`config.mk`:
```
export PLATFORM = sky130hd
export DESIGN_NAME = fadd_ctrl_flat
export DESIGN_NICKNAME = d
export VERILOG_FILES = /design/src/rtl/fadd_pkg.sv /design/src/rtl/fadd_ctrl_if.sv /design/src/rtl/fadd_shift_cnt.sv /design/src/rtl/fadd_ctrl.sv /design/src/flat_wrapper.sv
export SDC_FILE = /design/constraint.sdc
export NUM_CORES = 1
export LEC_CHECK = 0
export BUFFER_PORTS_ARGS = -buffer_cell sky130_fd_sc_hd__buf_2
export CAP_MARGIN = 10
export CORE_UTILIZATION = 45
export CTS_BUF_LIST = sky130_fd_sc_hd__clkbuf_4 sky130_fd_sc_hd__clkbuf_8
export DETAILED_ROUTE_END_ITERATION = 6
export GPL_TIMING_DRIVEN = 1
export PLACE_DENSITY = 0.82
export SLEW_MARGIN = 20
export SYNTH_ARGS = -nofsm -noshare
export SYNTH_HDL_FRONTEND = slang
export SYNTH_SLANG_ARGS = --single-unit
```
`constraint.sdc`:
```
create_clock -name clk -period 1.55 [get_ports clk]
set_input_delay 0.2325 -clock clk [delete_from_list [all_inputs] [get_ports clk]]
set_output_delay 0.2325 -clock clk [all_outputs]
set_load 0.01 [all_outputs]
```
`src/rtl/fadd_pkg.sv`:
```
// fadd_pkg: shared widths, bypass threshold and controller state encoding for the FP adder.
package fadd_pkg;
  localparam int MANT_W = 28;
  localparam int EXP_W = 8;
  localparam int BYPASS_DIFF = 26;
  localparam int CNT_W = 5;
  typedef enum logic [2:0] {IDLE, CMP, ALIGN, ADD, NORM, ROUND, RNORM, DONE} fadd_state_t;
endpackage

```
`src/rtl/fadd_ctrl_if.sv`:
```
// fadd_ctrl_if: start/status flags from the datapath and strobes back to it.
interface fadd_ctrl_if;
  import fadd_pkg::*;
  logic start;
  logic [EXP_W-1:0] exp_diff;
  logic a_ge_b;
  logic special;
  logic alu_cout;
  logic mant_msb;
  logic mant_zero;
  logic exp_is_min;
  logic exp_is_max;
  logic round_cout;
  logic busy;
  logic done;
  logic swap;
  logic ld_ops;
  logic align_shift;
  logic alu_en;
  logic norm_r;
  logic norm_l;
  logic round_en;
  logic fra_sel;
  logic ovf;
  logic zero_res;
  modport master (
    input start, exp_diff, a_ge_b, special, alu_cout, mant_msb, mant_zero,
          exp_is_min, exp_is_max, round_cout,
    output busy, done, swap, ld_ops, align_shift, alu_en, norm_r, norm_l,
           round_en, fra_sel, ovf, zero_res
  );
  modport slave (
    output start, exp_diff, a_ge_b, special, alu_cout, mant_msb, mant_zero,
           exp_is_min, exp_is_max, round_cout,
    input busy, done, swap, ld_ops, align_shift, alu_en, norm_r, norm_l,
          round_en, fra_sel, ovf, zero_res
  );
endinterface

```
`src/rtl/fadd_shift_cnt.sv`:
```
// fadd_shift_cnt: loadable down-counter pacing the alignment shifts.
module fadd_shift_cnt
  import fadd_pkg::*;
(
  input  logic             clk,
  input  logic             res,
  input  logic             load,
  input  logic             dec,
  input  logic [CNT_W-1:0] d,
  output logic             is_one,
  output logic             is_zero
);
  logic [CNT_W-1:0] q;
  always_ff @(posedge clk or negedge res)
    if (!res) q <= '0;
    else if (load) q <= d;
    else if (dec && q != '0) q <= q - CNT_W'(1);
  assign is_one = q == CNT_W'(1);
  assign is_zero = q == '0;
endmodule

```
`src/rtl/fadd_ctrl.sv`:
```
// fadd_ctrl: sequences compare, align, add, normalise and round for the FP adder datapath.
module fadd_ctrl
  import fadd_pkg::*;
(
  input  logic           clk,
  input  logic           res,
  fadd_ctrl_if.master    bus
);
  fadd_state_t state, nxt;
  logic accept, first, byp, cnt_one, cnt_zero;
  logic swap_q, fra_q, ovf_q, zero_q;
  logic norm_r, norm_l, set_ovf, set_zero;
  assign accept = state == IDLE && bus.start;
  fadd_shift_cnt u_cnt (
    .clk(clk),
    .res(res),
    .load(accept),
    .dec(state == ALIGN),
    .d(bus.exp_diff[CNT_W-1:0]),
    .is_one(cnt_one),
    .is_zero(cnt_zero)
  );
  // Operand flags are only valid with start, so the bypass decision is latched then.
  always_ff @(posedge clk or negedge res)
    if (!res) begin
      state <= IDLE;
      first <= 1'b0;
      byp <= 1'b0;
      swap_q <= 1'b0;
      fra_q <= 1'b0;
      ovf_q <= 1'b0;
      zero_q <= 1'b0;
    end else begin
      state <= nxt;
      first <= state == ADD;
      byp <= accept ? bus.special | (bus.exp_diff > EXP_W'(BYPASS_DIFF)) : byp;
      swap_q <= accept ? ~bus.a_ge_b : swap_q;
      fra_q <= state == CMP ? ~byp : fra_q;
      ovf_q <= accept ? 1'b0 : ovf_q | set_ovf;
      zero_q <= accept ? 1'b0 : zero_q | set_zero;
    end
  // Adder carry is only meaningful on the first NORM cycle, right after ADD.
  always_comb begin
    nxt = state;
    norm_r = 1'b0;
    norm_l = 1'b0;
    set_ovf = 1'b0;
    set_zero = 1'b0;
    case (state)
      IDLE:  nxt = bus.start ? CMP : IDLE;
      CMP:   nxt = byp ? DONE : cnt_zero ? ADD : ALIGN;
      ALIGN: nxt = cnt_one ? ADD : ALIGN;
      ADD:   nxt = NORM;
      NORM:
        if (first && bus.alu_cout) begin
          norm_r = 1'b1;
          set_ovf = bus.exp_is_max;
          nxt = bus.exp_is_max ? DONE : NORM;
        end else if (bus.mant_zero) begin
          set_zero = 1'b1;
          nxt = DONE;
        end else if (!bus.mant_msb && !bus.exp_is_min) norm_l = 1'b1;
        else nxt = ROUND;
      ROUND: nxt = bus.round_cout ? RNORM : DONE;
      RNORM: begin
        norm_r = 1'b1;
        set_ovf = bus.exp_is_max;
        nxt = DONE;
      end
      DONE:    nxt = IDLE;
      default: nxt = IDLE;
    endcase
  end
  assign bus.busy = state != IDLE;
  assign bus.done = state == DONE;
  assign bus.ld_ops = accept;
  assign bus.align_shift = state == ALIGN;
  assign bus.alu_en = state == ADD;
  assign bus.norm_r = norm_r;
  assign bus.norm_l = norm_l;
  assign bus.round_en = state == ROUND;
  assign bus.swap = swap_q;
  assign bus.fra_sel = fra_q;
  assign bus.ovf = ovf_q;
  assign bus.zero_res = zero_q;
endmodule

```
`src/flat_wrapper.sv`:
```
// flat-port wrapper written by rule: the top's interface ports become plain ports
module fadd_ctrl_flat import fadd_pkg::*;
  (clk, res, bus_start, bus_exp_diff, bus_a_ge_b, bus_special, bus_alu_cout, bus_mant_msb, bus_mant_zero, bus_exp_is_min, bus_exp_is_max, bus_round_cout, bus_busy, bus_done, bus_swap, bus_ld_ops, bus_align_shift, bus_alu_en, bus_norm_r, bus_norm_l, bus_round_en, bus_fra_sel, bus_ovf, bus_zero_res);
  fadd_ctrl_if bus_i ();
  input  logic clk;
  input  logic res;
  input wire logic [$bits(bus_i.start)-1:0] bus_start;
  input wire logic [$bits(bus_i.exp_diff)-1:0] bus_exp_diff;
  input wire logic [$bits(bus_i.a_ge_b)-1:0] bus_a_ge_b;
  input wire logic [$bits(bus_i.special)-1:0] bus_special;
  input wire logic [$bits(bus_i.alu_cout)-1:0] bus_alu_cout;
  input wire logic [$bits(bus_i.mant_msb)-1:0] bus_mant_msb;
  input wire logic [$bits(bus_i.mant_zero)-1:0] bus_mant_zero;
  input wire logic [$bits(bus_i.exp_is_min)-1:0] bus_exp_is_min;
  input wire logic [$bits(bus_i.exp_is_max)-1:0] bus_exp_is_max;
  input wire logic [$bits(bus_i.round_cout)-1:0] bus_round_cout;
  output wire logic [$bits(bus_i.busy)-1:0] bus_busy;
  output wire logic [$bits(bus_i.done)-1:0] bus_done;
  output wire logic [$bits(bus_i.swap)-1:0] bus_swap;
  output wire logic [$bits(bus_i.ld_ops)-1:0] bus_ld_ops;
  output wire logic [$bits(bus_i.align_shift)-1:0] bus_align_shift;
  output wire logic [$bits(bus_i.alu_en)-1:0] bus_alu_en;
  output wire logic [$bits(bus_i.norm_r)-1:0] bus_norm_r;
  output wire logic [$bits(bus_i.norm_l)-1:0] bus_norm_l;
  output wire logic [$bits(bus_i.round_en)-1:0] bus_round_en;
  output wire logic [$bits(bus_i.fra_sel)-1:0] bus_fra_sel;
  output wire logic [$bits(bus_i.ovf)-1:0] bus_ovf;
  output wire logic [$bits(bus_i.zero_res)-1:0] bus_zero_res;
  assign bus_i.start = bus_start;
  assign bus_i.exp_diff = bus_exp_diff;
  assign bus_i.a_ge_b = bus_a_ge_b;
  assign bus_i.special = bus_special;
  assign bus_i.alu_cout = bus_alu_cout;
  assign bus_i.mant_msb = bus_mant_msb;
  assign bus_i.mant_zero = bus_mant_zero;
  assign bus_i.exp_is_min = bus_exp_is_min;
  assign bus_i.exp_is_max = bus_exp_is_max;
  assign bus_i.round_cout = bus_round_cout;
  assign bus_busy = bus_i.busy;
  assign bus_done = bus_i.done;
  assign bus_swap = bus_i.swap;
  assign bus_ld_ops = bus_i.ld_ops;
  assign bus_align_shift = bus_i.align_shift;
  assign bus_alu_en = bus_i.alu_en;
  assign bus_norm_r = bus_i.norm_r;
  assign bus_norm_l = bus_i.norm_l;
  assign bus_round_en = bus_i.round_en;
  assign bus_fra_sel = bus_i.fra_sel;
  assign bus_ovf = bus_i.ovf;
  assign bus_zero_res = bus_i.zero_res;
  fadd_ctrl u_core (.clk(clk), .res(res), .bus(bus_i));
endmodule
```
==> metrics.md, run 1 <==
| Metric | Value |
|---|---|
| Slowest Stage Delay on Critical Path | 570 ps |
| Combinational fraction of design power | 61.9% |
| Critical path peak fanout | 5 |
| Antenna viol nets, final | 0 |
| Max-slew violation count | 0 |
| Mean Syn Cell Area | 8.879 sq um |
| CTS tree | done |
| Die X | 44.84 um |
| H-Tree Depth | 1 |
| Clock power share | 8.3% |
| Remaining DRCs | 0 |
| Final period util | 110.6% |
| Slowest CP cell | or4b_4 |
| Full die area | 2010 sq um |
| CP Buf/Inv Count | 2 |
| Fin util | 78.62% |
| Family with the most delay on the worst path | simple AND/OR/NAND/NOR gates |
| GRT Resource Usage Total | 24.37% |
| Lkg Pwr | 0.6444 nW |
| Worst EP required | 1320 ps |
| Cell area after synthesis | 825.8 sq um |
| WL per Instance | 15.82 um |
| I/O pins | 31 |
| DP Wirelength | 1526 um |
| VDD IR max | 0.001109 V |
| PortBufs | 30 |
| Sequential element share of the synthesized area | 42.42% |
| Root Driver | clkbuf_4 |
| # diodes | 0 |
| CP endpoint kind | output pin |
| Worst hold margin | 132.1 ps |
| Outcome | finished, violations left |
| HP Start | bus_a_ge_b |
| Clock transition at path regs | 80 ps |
| Post-Layout Cell Count | 169 |
| Vias in the first global route | 847 |
| RSZ-0062 raised after global routing | true |
| Yosys top cell area share | 42.42% |
| Largest net degree at the start of global routing | 15 |
| Final hold vios | 0 |
| MaxCap Viol Count | 0 |
| CP startpoint | u_core.state[1] |
| R2R Path Start | u_core.state[1] |
| Clock Latency Late Sink | 280 ps |
| Total gr overflow | 0 |
| Final WS setup | -164.5 ps |
| Drt total wl | 2673 um |
| Internal | 1.401 mW |
| First-pass GRT wire length | 3498 um |
| Rows | 15 |
| Core ar. | 1727 sq um |
| Number of setup violations in the final report | 10 |
| Initial antenna violation count | 0 |
| Failing checks | negative setup slack |
| Final Skew | 4.440 ps |
| TritonCTS buffer count | 3 |
| P&R area growth vs syn | 64.39% |
| Iter 0 DRT Violations | 24 |
| Routed vias/inst | 5.793 |
| Pwr per Cell Area | 1846 nW/um^2 |
| Area leader, netlist | dfrtp_1 |
| Min Tclk post-route | 1714 ps |
| Yosys Warn Count | 0 |
| Die Span Y | 44.84 um |
| Layout cells sized above 1 | 59.03% |
| Sw Share | 44.11% |
| Reg power frac | 29.8% |
| Clk sinks | 14 |
| Most common cell after layout, fill and taps aside | buf_2 |
| Gpl congestion | 0.8467 |
| Worst-margin pin slew | 331.6 ps |
| Cells after synthesis | 93 |
| Top post-synthesis cells by area | dfrtp_1 (42%), nand2_1 (3.6%), nor2_1 (3.6%), a21oi_1 (3.0%), a31oi_1 (3.0%) |
| CP Cell Sequence | or4b_4 > inv_4 > buf_2 |
| Most frequent cells in the layout | buf_2 (29), buf_4 (15), dfrtp_1 (14) |
| Placed insts | 153 |
| Number of fill cells | 119 |
| CTS Buffer Depth | 2 |
| Syn nets | 114 |
| Fmax | 583.3 MHz |
| Setup Total Neg Slack | -649.2 ps |
| Yosys cell types | 38 |
| Max-slew headroom | 77.89% |
| Synth Register Bits | 14 |
| Router iterations before antenna repair | 5 |
| Nets | 167 |
| Register Area | 350.3 sq um |
| Initial Util | 47.83% |
| Worst setup SP type | register |
| Multi-input gate area | 566.8 sq um |
| Worst min path class | input port to register |
| CP Class | register to output pin |
| Sw power | 1.106 mW |
| Worst EP arrival | 1480 ps |
| Via count | 979 |
Yosys cell counts:
| library cell | instances |
|---|---|
| a21boi_0 | 2 |
| a21o_1 | 1 |
| a21oi_1 | 5 |
| a221oi_1 | 1 |
| a31oi_1 | 4 |
| and2b_1 | 2 |
| and3_1 | 1 |
| buf_2 | 2 |
| buf_6 | 1 |
| clkbuf_1 | 1 |
| clkbuf_2 | 1 |
| dfrtp_1 | 14 |
| ha_1 | 2 |
| inv_1 | 6 |
| inv_2 | 1 |
| nand2_1 | 8 |
| nand2b_1 | 1 |
| nand3_1 | 3 |
| nand4b_1 | 1 |
| nor2_1 | 8 |
| nor2b_1 | 1 |
| nor3_1 | 3 |
| nor4_1 | 2 |
| nor4b_1 | 1 |
| nor4bb_1 | 1 |
| o211ai_1 | 3 |
| o21a_1 | 1 |
| o21ai_0 | 5 |
| o21bai_1 | 1 |
| o221ai_1 | 1 |
| o31a_1 | 1 |
| o32ai_1 | 1 |
| o41ai_1 | 1 |
| or3_1 | 1 |
| or3b_1 | 1 |
| or3b_2 | 1 |
| or4_1 | 1 |
| or4b_1 | 2 |
worst paths after layout:
kind                                      end  slack (ps)  cells past startpoint
setup / recovery                   bus_ld_ops        -160                      3
hold / removal                u_core.bus.swap         130                      2
setup reg to reg            u_core.u_cnt.q[1]        -120                      6
hold reg to reg            u_core.bus.fra_sel         480                      2
max in group asynchronous   u_core.u_cnt.q[3]         930                      2
min in group asynchronous     u_core.state[1]         380                      2
worst reg2reg max path, delay by kind of cell (launching register included):
family / cells / cell delay, ps
flops: 1 / 430
buf+inv: 3 / 300
simple gates: 1 / 570
compound gates: 2 / 280
stage by stage:
stage	instance area [sq um]	total power, mW	worst slack (ps)
after floorplan	838.3	1.352	-35.48
after global placement	1052	1.659	63.42
after detailed placement	1052	1.705	-0.3740
after CTS	1184	2.068	-118.3
after global routing	1358	2.654	-199.3
final	1358	2.506	-164.5
layer usage:
| metal | wire length [um] | global-route usage [%] |
|---|---|---|
| met5 | 0 | 0 |
| met4 | 99 | 9.091 |
| met3 | 148 | 4.800 |
| met2 | 1303 | 41.18 |
| met1 | 1121 | 30.87 |
power groups by stage:
stage	sequential (mW)	clock (mW)	combinational [mW]
finish	0.747	0.208	1.55
global route	0.762	0.227	1.66
CTS	0.701	0.207	1.16
detailed placement	0.705	0	1.00
floorplan	0.689	0	0.662
global placement	0.692	0	0.967
registers in the layout, indices dropped and copies added (netlist names):
signal,cells
u_core.byp,1
u_core.state,3
u_core.bus.zero_res,1
u_core.first,1
u_core.bus.swap,1
u_core.u_cnt.q,5
u_core.bus.ovf,1
u_core.bus.fra_sel,1
cells by family (layout without fill, tap and decap cells):
group	Yosys count	in the layout	share of synthesized area [%]
flops	14	14	42.42
fa+ha+maj	2	2	3.030
compound gates	27	27	21.67
buf+inv	12	63	6.816
simple gates	38	38	26.06
layout make-up:
class                           instances  area share (%)
Inverter                                7           2.120
Tap cell                               25           2.304
Timing Repair Buffer                   53           26.36
Sequential cell                        14           25.81
Clock buffer                            3           1.659
Multi-Input combinational cell         67           41.75
repair_timing:
action | CTS | global route
resized for setup | 9 | 35
setup buffers | 8 | 4
cloned | 0 | 0
hold buffers | 1 | 0
hold endpoints to repair | 14 | 0
endpoints found under the setup margin | 5 | 15
pin swaps | 2 | 9
Note: power is estimated with default switching activity, not from simulation.
==> inputs of run 2 (changes only) <==
Settings changed: CORE_UTILIZATION 45 to 46, SYNTH_HIERARCHICAL set to 1.
==> run 2 against run 1 <==
The run still ends with negative setup slack left; clock skew fell by 3.7 ps; sequential power is 7.1% lower; core utilization increased by 8.0 points; area after synthesis up 9.4%; critical path depth is 3 higher; combinational power grew 50%; clock power increased by 33%; critical path type is now register to register; largest cell class unchanged; largest power group unchanged; highest routed layer unchanged.
==> metrics.md, run 2 <==
| Metric | Value |
|---|---|
| Outcome | finished, violations left |
| Failing checks | negative setup slack |
| Max-slew violation count | 0 (unchanged) |
| Drt total wl | 3499 um (+31%) |
| TritonCTS buffer count | 3 (unchanged) |
| Number of setup violations in the final report | 14 (+4) |
| Initial antenna violation count | 0 (unchanged) |
| Die X | 46.32 um (+3.3%) |
| Yosys top cell area share | 38.78% (-3.6 points) |
| CP Class | register to register |
| Mux contribution to synthesized area | 1.662% (+1.7 points) |
| XOR/XNOR Fraction of Synth Area | 0% (unchanged) |
| Router iterations before antenna repair | 4 (-1) |
| Min Tclk post-route | 1802 ps (+87.71 ps) |
| First-pass GRT wire length | 3995 um (+14%) |
| Rows | 15 (unchanged) |
| # diodes | 0 (unchanged) |
| CTS tree | done |
| Largest registers | u_core/u_cnt/q: 5 flops, u_core/state: 3 flops |
| Area leader, netlist | dfrtp_1 |
| Final hold vios | 0 (unchanged) |
| HP Start | bus_a_ge_b |
| Cell area after synthesis | 903.4 sq um (+9.4%) |
| CTS Buffer Depth | 2 (unchanged) |
| Routed vias/inst | 5.707 (-1.5%) |
| Clock Latency Late Sink | 290 ps (about the same) |
| Largest register FFs | 5 (unchanged) |
| Total gr overflow | 0 (unchanged) |
| Worst min path class | input port to register |
| Most used flip-flop cell after synthesis | dfrtp_1 |
| CP startpoint | u_core/u_cnt/q[1] |
| Post-synth EDFFs | 0 (unchanged) |
| Die Span Y | 46.32 um (+3.3%) |
| Post-Layout Cell Count | 184 (+8.9%) |
| Mean Syn Cell Area | 9.927 sq um (+12%) |
| Largest register by flop count | u_core/u_cnt/q |
| Initial Util | 50.67% (+2.8 points) |
| Post-route cell area | 1544 sq um (+14%) |
| Final period util | 116.3% (+5.7 points) |
| Post-Synth Adder-Cell Area | 2.770% (-0.26 points) |
| Setup Total Neg Slack | -1797 ps (-1148 ps) |
| Nets | 181 (+8.4%) |
| Worst EP required | 1740 ps (+420 ps) |
| Dpl cell area | 1211 sq um (+15%) |
| Lkg Pwr | 0.7398 nW (+15%) |
| VDD IR max | 0.001453 V (+31%) |
| Via count | 1050 (+7.3%) |
| Vias in the first global route | 888 (+4.8%) |
| Synth Area in Simple Gates | 25.76% (-0.30 points) |
| Core ar. | 1783 sq um (+3.3%) |
| Gpl congestion | 0.7829 (-7.5%) |
| Complex-gate fraction of the synthesized area | 23.82% (+2.2 points) |
| Clk sinks | 14 (unchanged) |
| Synth Register Bits | 14 (unchanged) |
| DP Wirelength | 1657 um (+8.5%) |
| Fin util | 86.60% (+8.0 points) |
| PortBufs | 30 (unchanged) |
| Most common cell after layout, fill and taps aside | buf_2 |
| Iter 0 DRT Violations | 68 (+180%) |
| Layout cells sized above 1 | 65.41% (+6.4 points) |
| Fmax | 554.9 MHz (-4.9%) |
| Main combinational cell family by area after synthesis | simple AND/OR/NAND/NOR gates |
| GRT Resource Usage Total | 27.03% (+2.7 points) |
| P&R area growth vs syn | 70.91% |
| Top post-synthesis cells by area | dfrtp_1 (39%), a21oi_1 (4.4%), buf_6 (3.7%), nand2_1 (3.3%), or4b_4 (3.0%) |
| Worst EP arrival | 1990 ps (+510 ps) |
| Most frequent cells in the layout | buf_2 (26), buf_4 (24), buf_6 (16) |
| I/O pins | 31 (unchanged) |
| Clock transition at path regs | 90 ps (about the same) |
| Antenna viol nets, final | 0 (unchanged) |
| Yosys cell types | 42 (+11%) |
| Worst setup SP type | register |
| H-Tree Depth | 1 (unchanged) |
| Top-count cell post-synth | dfrtp_1 |
| Root Driver | clkbuf_4 |
| Pwr per Cell Area | 2135 nW/um^2 (+16%) |
| Full die area | 2145 sq um (+6.7%) |
| RSZ-0062 raised after global routing | true |
| MaxCap Viol Count | 0 (unchanged) |
| R2r setup slk | -250 ps (-130 ps) |
| Cells after synthesis | 91 (-2.2%) |
| Final WS setup | -252.2 ps (-87.71 ps) |
| Sequential element share of the synthesized area | 38.78% (-3.6 points) |
| Yosys Warn Count | 6 (+6) |
| WL per Instance | 19.02 um (+20%) |
| Max-slew headroom | 74.24% (-3.7 points) |
| Synth cell count leaders | dfrtp_1 (14), a21oi_1 (8), nand2_1 (8) |
| R2R Path Start | u_core/u_cnt/q[1] |
| Worst-margin pin slew | 382.8 ps (+51.25 ps) |
| Placed insts | 159 (+3.9%) |
| CP endpoint kind | register |
| Critical path peak fanout | 4 (-1) |
| Largest net degree at the start of global routing | 15 (unchanged) |
| Async set or reset register ratio after synthesis | 100.0% (unchanged) |
| Remaining DRCs | 0 (unchanged) |
| Final Skew | 0.6940 ps (-3.746 ps) |
| Syn nets | 112 (-1.8%) |
==> run 2: cell types whose count changed in the layout (fill, tap and decap cells not counted), sizes merged, moves of 3 or more <==
cell,delta
buf,+15
a21oi,+4
nand3,-3
o31ai,+3
a31oi,-3
==> run 2: path summary, 6_finish.rpt <==
kind,to,cells past startpoint
worst max-delay path,u_core/u_cnt/q[0],6
worst min-delay path,u_core/bus.swap,2
worst min register to register,u_core/bus.ovf,2
max in group asynchronous,u_core/bus.ovf,2
worst max register to register,u_core/u_cnt/q[0],6
min in group asynchronous,u_core/u_cnt/q[3],2
==> run 2: power by group <==
| group | leakage [nW] | internal (mW) | switching, mW |
|---|---|---|---|
| Combinational | 0.550 | 1.21 | 1.11 |
| Sequential | 0.169 | 0.546 | 0.148 |
| Clock | 0.0210 | 0.143 | 0.133 |
| Total | 0.740 | 1.90 | 1.39 |
==> run 2: logic make-up (layout without fill, tap and decap cells) <==
family | count (synthesis) | after routing
buffers and inverters | 11 | 79
multiplexers | 1 | 1
flip-flops | 14 | 14
AO/OA/AOI/OAI | 27 | 27
AND/OR/NAND/NOR | 36 | 36
adder cells (fa/ha/maj) | 2 | 2
==> run 2: per-stage QoR <==
step                hold slack, ps  power [mW]  setup WS, ps
floorplan                   -63.09       1.640        -244.2
global placement             145.4       2.072        -105.7
detailed placement           147.1       2.143        -186.3
CTS                          106.9       2.692        -184.2
global route                 132.3       3.430        -286.2
finish                       138.4       3.296        -252.2
==> run 2: layer usage <==
layer / wire length (um) / vias to the layer above / global-route usage, %
met3: 272 / 14 / 7.451
met4: 126 / 0 / 11.18
li1: - / 465 / -
met2: 1730 / 62 / 42.78
met5: 0 / - / 0
met1: 1369 / 509 / 34.22
==> run 2: what timing repair did <==
item	CTS	global route
endpoints found under the hold margin	14	0
resized for setup	11	22
hold buffers	1	0
endpoints found under the setup margin	9	13
pin swaps	9	10
buffers inserted	12	11
==> run 2: layout make-up <==
class / instances / area [sq um]
clock buffer: 4 / 36.28
fill: 88 / 239.0
inverter: 7 / 33.78
multi-input combinational: 66 / 576.8
sequential: 14 / 350.3
tap: 25 / 31.28
timing repair buffer: 68 / 515.5
==> run 2: worst max-delay path, stage by stage, from the launching register on <==
cell     delay (ps)
dfrtp_1         410
inv_2           100
ha_4            140
or4b_4          490
buf_6           160
and3_4          180
o31a_1          230
